## config.mk

```make
export PLATFORM = sky130hd
export DESIGN_NAME = jk_excite_driver
export DESIGN_NICKNAME = d
export VERILOG_FILES = /design/src/rtl/jk_excite_driver_pkg.sv /design/src/rtl/jk_excite_driver_cell.sv /design/src/rtl/jk_excite_driver.sv
export SDC_FILE = /design/constraint.sdc
export NUM_CORES = 1
export LEC_CHECK = 0
export CORE_AREA = 3 3 64 72
export DETAILED_ROUTE_END_ITERATION = 7
export DIE_AREA = 0 0 67 75
export DONT_BUFFER_PORTS = 1
export SYNTH_ARGS = -nofsm -noshare
export SYNTH_HDL_FRONTEND = slang
export SYNTH_SLANG_ARGS = --single-unit
```

## constraint.sdc

```tcl
create_clock -name clk -period 2.1 [get_ports clk]
set_input_delay 0.21 -clock clk [delete_from_list [all_inputs] [get_ports clk]]
set_output_delay 0.21 -clock clk [all_outputs]
set_load 0.02 [all_outputs]
```

## src/rtl/jk_excite_driver_pkg.sv

```systemverilog
// jk_pkg: shared types and constants for the JK excitation driver.
//   state_t   : transfer sequencer states (IDLE, STEP, DONE)
//   JK_*      : {j,k} excitation codes for one JK flip-flop
package jk_pkg;

    typedef enum logic [1:0] {
        IDLE = 2'd0,
        STEP = 2'd1,
        DONE = 2'd2
    } state_t;

    localparam logic [1:0] JK_HOLD   = 2'b00;
    localparam logic [1:0] JK_RESET  = 2'b01;
    localparam logic [1:0] JK_SET    = 2'b10;
    localparam logic [1:0] JK_TOGGLE = 2'b11;

endpackage

```

## src/rtl/jk_excite_driver_cell.sv

```systemverilog
// jk_excite_cell: per-bit JK excitation encoder (inverse JK characteristic).
// Build option: JK_EXCITE_TOGGLE_EN -- when defined, an enabled bit that must
// change is driven with toggle (11); otherwise set (10) / reset (01).
// Ports:
//   q      : present value of the flip-flop
//   q_next : desired value of the flip-flop
//   en     : this bit is the one being moved this cycle
//   jk     : {j,k} excitation, hold (00) when not enabled or already equal
module jk_excite_cell
    import jk_pkg::*;
(
    input  logic       q,
    input  logic       q_next,
    input  logic       en,
    output logic [1:0] jk
);

    always_comb begin
        jk = JK_HOLD;
        if (en && (q != q_next)) begin
`ifdef JK_EXCITE_TOGGLE_EN
            jk = JK_TOGGLE;
`else
            jk = q_next ? JK_SET : JK_RESET;
`endif
        end
    end

endmodule

```

## src/rtl/jk_excite_driver.sv

```systemverilog
// jk_excite_driver: walks an external WIDTH-bit JK register bank from its
// current value to a requested target, one bit per clock, LSB first, while
// keeping a shadow copy of the bank and counting bit flips.
// Build option: JK_EXCITE_TOGGLE_EN selects toggle excitation (see cell).
// Ports:
//   clk, rst   : clock, synchronous active-high reset
//   in_valid   : target offered;  in_target : requested bank value
//   in_ready   : target accepted this cycle when in_valid is high
//   j, k       : excitation to the bank (combinational, zero during rst)
//   q_shadow   : registered model of the bank value
//   busy       : transfer in progress;  done : one-cycle completion pulse
//   flips      : total bits changed since reset, wraps at 2^CNT_W
module jk_excite_driver
    import jk_pkg::*;
#(
    parameter int unsigned      WIDTH     = 8,
    parameter logic [WIDTH-1:0] RESET_VAL = '0,
    parameter int unsigned      CNT_W     = 16
) (
    input  logic             clk,
    input  logic             rst,
    input  logic             in_valid,
    input  logic [WIDTH-1:0] in_target,
    output logic             in_ready,
    output logic [WIDTH-1:0] j,
    output logic [WIDTH-1:0] k,
    output logic [WIDTH-1:0] q_shadow,
    output logic             busy,
    output logic             done,
    output logic [CNT_W-1:0] flips
);

    state_t           state_q, state_d;
    logic [WIDTH-1:0] target_q, target_d;
    logic [WIDTH-1:0] shadow_q, shadow_d;
    logic [CNT_W-1:0] flips_q, flips_d;
    logic             done_q, done_d;

    logic [WIDTH-1:0] diff;
    logic [WIDTH-1:0] sel;
    logic             last_bit;
    logic             step_act;
    logic [1:0]       jk_w [WIDTH];

    assign diff     = target_q ^ shadow_q;
    // Two's-complement trick isolates the lowest set bit as a one-hot mask.
    assign sel      = diff & (~diff + WIDTH'(1));
    assign last_bit = (diff & (diff - WIDTH'(1))) == '0;
    // Excitation is suppressed while rst is high so the bank cannot move
    // on the edge that resets the shadow.
    assign step_act = (state_q == STEP) && !rst;

    always_comb begin
        state_d  = state_q;
        target_d = target_q;
        shadow_d = shadow_q;
        flips_d  = flips_q;
        case (state_q)
            IDLE: begin
                if (in_valid) begin
                    target_d = in_target;
                    state_d  = (in_target != shadow_q) ? STEP : DONE;
                end
            end
            STEP: begin
                shadow_d = shadow_q ^ sel;
                flips_d  = flips_q + CNT_W'(1);
                if (last_bit) begin
                    state_d = DONE;
                end
            end
            DONE: begin
                state_d = IDLE;
            end
            default: begin
                state_d = IDLE;
            end
        endcase
        done_d = (state_d == DONE);
    end

    always_ff @(posedge clk) begin
        if (rst) begin
            state_q  <= IDLE;
            target_q <= RESET_VAL;
            shadow_q <= RESET_VAL;
            flips_q  <= '0;
            done_q   <= 1'b0;
        end else begin
            state_q  <= state_d;
            target_q <= target_d;
            shadow_q <= shadow_d;
            flips_q  <= flips_d;
            done_q   <= done_d;
        end
    end

    for (genvar gi = 0; gi < WIDTH; gi++) begin : g_cell
        jk_excite_cell u_cell (
            .q      (shadow_q[gi]),
            .q_next (target_q[gi]),
            .en     (sel[gi] & step_act),
            .jk     (jk_w[gi])
        );
        assign j[gi] = jk_w[gi][1];
        assign k[gi] = jk_w[gi][0];
    end

    assign in_ready = (state_q == IDLE);
    assign busy     = (state_q != IDLE);
    assign done     = done_q;
    assign q_shadow = shadow_q;
    assign flips    = flips_q;

endmodule

```

; ---- Word-level counts from Yosys, hierarchy flattened
; Index checks and enable logic that the tools add are counted.
[classes]
eq_ne = 11
n_addsub = 3
reduce_logical = 14
bitwise = 13
muxes = 20
[ops]
columns = op, n
row1 = $mux W2, 19
row2 = $add A16 B1 Y16 const B, 1
row3 = $and A8 B8 Y8, 2
row4 = $xor A8 B8 Y8, 2
row5 = $logic_and A1 B1 Y1, 9
row6 = $add A8 B1 Y8 const B, 1
row7 = $and A1 B1 Y1, 8
row8 = $logic_not A8 Y1, 1
row9 = $ne A1 B1 Y1, 8
row10 = $ne A8 B8 Y1, 1
row11 = $not A8 Y8, 1
row12 = $sub A8 B1 Y8 const B, 1
row13 = $pmux W2 S2, 1
row14 = $eq A2 B1 Y1 const B, 1
row15 = $eq A2 B2 Y1 const B, 1
row16 = $logic_not A2 Y1, 1
row17 = $reduce_and A2 Y1, 1
row18 = $reduce_bool A2 Y1, 1
row19 = $logic_not A1 Y1, 1
[word_totals]
elab_cells = 66
ff_bits = 35
out_inout_bits = 43

; ---- Logic depth before layout (Yosys ltp)
[logic_depth]
depth_word = 7
ltp_mapped = 6

; ---- By module
; From an unflattened synthesis, not the netlist that was laid out.
[hier_totals]
hier_cells = 222
area_unflattened_um2 = 1838.0
[modules_own_cells]
columns = module, cells_per_inst, n_inst, area_each_um2
row1 = jk_excite_driver, 206, 1, 1697.9
row2 = jk_excite_cell, 2, 8, 17.5

; ---- Least setup slack after synthesis
; OpenSTA, ideal clock, no wires.
[synth_timing]
kind = reg2out
startpoint = register (tool-made name)
endpoint = output port j[6]
path_stages_with_launch = 6
path_slack_ns = 0.079
arrival_time_ns = 1.811
t_required_ns = 1.890
path_cell_list = dfxtp_1 > xor2_2 > nor4_4 > nand2_1 > or2_4 > nor3b_1
[synth_rtl]
columns = element, line
row1 = "end, declared", jk_excite_driver.sv:25  ; output logic [WIDTH-1:0] j,

==> results.cfg <==
[status]
outcome = finished with violations
violations = negative setup slack

[synth]
synth_warnings = 0
syn_inst = 232
ys_ff_latch = 35
synthTopCellsByArea = dfxtp_1, xor2_1, nand2_1
synth_cell_type_count = 40
async_flop_share = 0
yosysTopAreaCellShare = 0.360
ys.flop_type = dfxtp_1
synth_common_cells = dfxtp_1, nand2_1, a21oi_1
synth_fp_nets = 244
syn_area_per_cell_um2 = 8.39
yosys.area.top_type = dfxtp_1
synth_edf_count = 0
yosysMostFrequentCell = dfxtp_1
synth_area_um2 = 1950
yosysSeqAreaShare = 0.360

[setup_path]
cp-end-kind = output port
start_kind = register
critPathBufInv = 1
worstPathArrival_ns = 1.91
slowest_delay_ns = 0.37
worstSetupPathType = register to output port
path_max_fanout = 4
slowest_stage = dfxtp_4
critPathTopFamily = simple AND/OR/NAND/NOR gates
worstPathRequired_ns = 1.89
cp_cell_sequence = xor2_4 -> nor4_4 -> nand2_2 -> or2_4 -> nor4b_4 -> buf_4

[power]
p_total_mw = 1.68
p_leak_nw = 0.953
vdd_drop_max_uv = 340
powerDensity_nw_per_um2 = 694

[worst_hold_path]
hold_class = primary input to register

[route]
dr.pass1.iters = 4
routed_wl_um = 5010
drtAntennaViolNets = 0
via_per_inst = 5.53
wl_per_cell_um = 15.9
vias = 1741
drt_iter0_drc = 68
drc = 0

[die]
initial_core_util = 0.491
io_pins = 54
die_w_um = 67
die_area_um2 = 5030
core_um2 = 3960
dieHeight_um = 75
rows = 24

[layout]
drive_above_1_share = 0.285
diodes = 0
nets = 274
layoutNonFillerInstCount = 315
synthToLayoutAreaGrowth_pct = 24.0
design_area_um2 = 2410

[clock_tree]
cts_root_buf = clkbuf_8
path_clk_slew_ns = 0.08
numCtsBuffers = 5
clk_latency_ns = 0.29
clock_path_buffers = 2
htreeDepth = 2
cts.sink_count = 35
cts_tree = yes

[timing]
fin_crit_ns = 2.12
finalHoldViolCount = 0
hold_slack_ns = 0.0368
fmax_ghz = 0.472
fin_skew_ns = 0.00918
period_share = 1.01
setup_slack_ns = -0.0176
rsz0062_at_grt = true
report.final.slew_viol_count = 0
slew_headroom = 0.645
worst_pin_slew_ns = 0.531
finalSetupViolations = 2

[grt]
grt_usage = 0.209
first_global_vias = 1803
antenna_found_initial = 0
globalRouteOverflowTotal = 0
grt_pass1_wl_um = 8000
grt_max_degree = 34

[placement]
dpl_cell_area_um2 = 2160
place.gp.congestion = 0.785
portBuffers = 0
place_hpwl_um = 3490
place_inst = 300

[flow_run]
drv_cap = 0
[worst reg2reg max path, stage by stage (launching register included)]
cell     delay (ns)
dfxtp_1        0.34
buf_4          0.18
xnor2_1        0.28
nand3_1        0.37
nor3_1         0.33
mux2i_1        0.23
nor2_1         0.06
[path summary, 6_finish.rpt]
check / startpoint / endpoint / slack, ns / cells past startpoint
worst max-delay path: register / k[7] / -0.02 / 6
worst min-delay path: in_target[0] / target_q[0] / 0.04 / 2
worst max register to register: q_shadow[0] / register / 0.21 / 6
worst min register to register: target_q[4] / target_q[4] / 0.50 / 2
[cell type report]
type	instances	area, um^2
Timing Repair Buffer	40	313
Clock inverter	1	7.51
Sequential cell	35	713
Multi-Input combinational cell	174	1200
Inverter	6	22.5
Clock buffer	7	96.3
Tap cell	52	65.1
Fill cell	377	1550
[stage by stage]
stage | TNS [ns] | utilization | worst slack (ns)
finish | -0.0300 | 0.609 | -0.0176
global route | -0.584 | 0.609 | -0.125
CTS | -0.125 | 0.592 | -0.0391
detailed placement | 0 | 0.545 | 0.110
global placement | 0 | 0.545 | 0.183
floorplan | 0 | - | 0.0788
[cells in the final DEF, fill, tap and decap left out, drive strengths merged, types with 2 or more instances in the layout]
cell type and n:
and3b 2, inv 6, nor3 10, a211oi 2, a21oi 21, xnor2 7, xor2 21, dfxtp 35
nor4 7, nand2 31, nor2 19, mux2i 5, or3 6, nand4 2, nor3b 8, clkbuf 7
and3 2, o21ba 2, buf 40, nand3 8, nor4b 4, o21ai 8
[power by group]
| group | switching [mW] | internal, mW | leakage, nW |
|---|---|---|---|
| clock network | 0.252 | 0.298 | 0.0505 |
| logic | 0.225 | 0.163 | 0.615 |
| registers | 0.0428 | 0.694 | 0.287 |
| total | 0.520 | 1.16 | 0.953 |
[cells by family after synthesis]
logic type / share of synthesized area
AOI/OAI and AO/OA: 0.102
buffers and inverters: 0.0617
DFF: 0.360
adders and majority gates: 0.00643
and+or+nand+nor: 0.311
xor gates and xnor gates: 0.134
muxes: 0.0257
[per-layer routing]
metal,up-vias,global-route usage,wire [um]
li1,849,-,-
met1,834,0.226,1880
met2,52,0.379,2700
met3,6,0.0701,372
met4,0,0.0743,56
met5,-,0,0
[what timing repair did]
action,4_1_cts,5_1_grt
pin swaps,7,6
hold endpoints to repair,33,0
endpoints found under the setup margin,7,11
hold buffers,1,0
setup buffers,5,1
resized for setup,7,13
No activity file was read; power rests on OpenSTA's default activity.
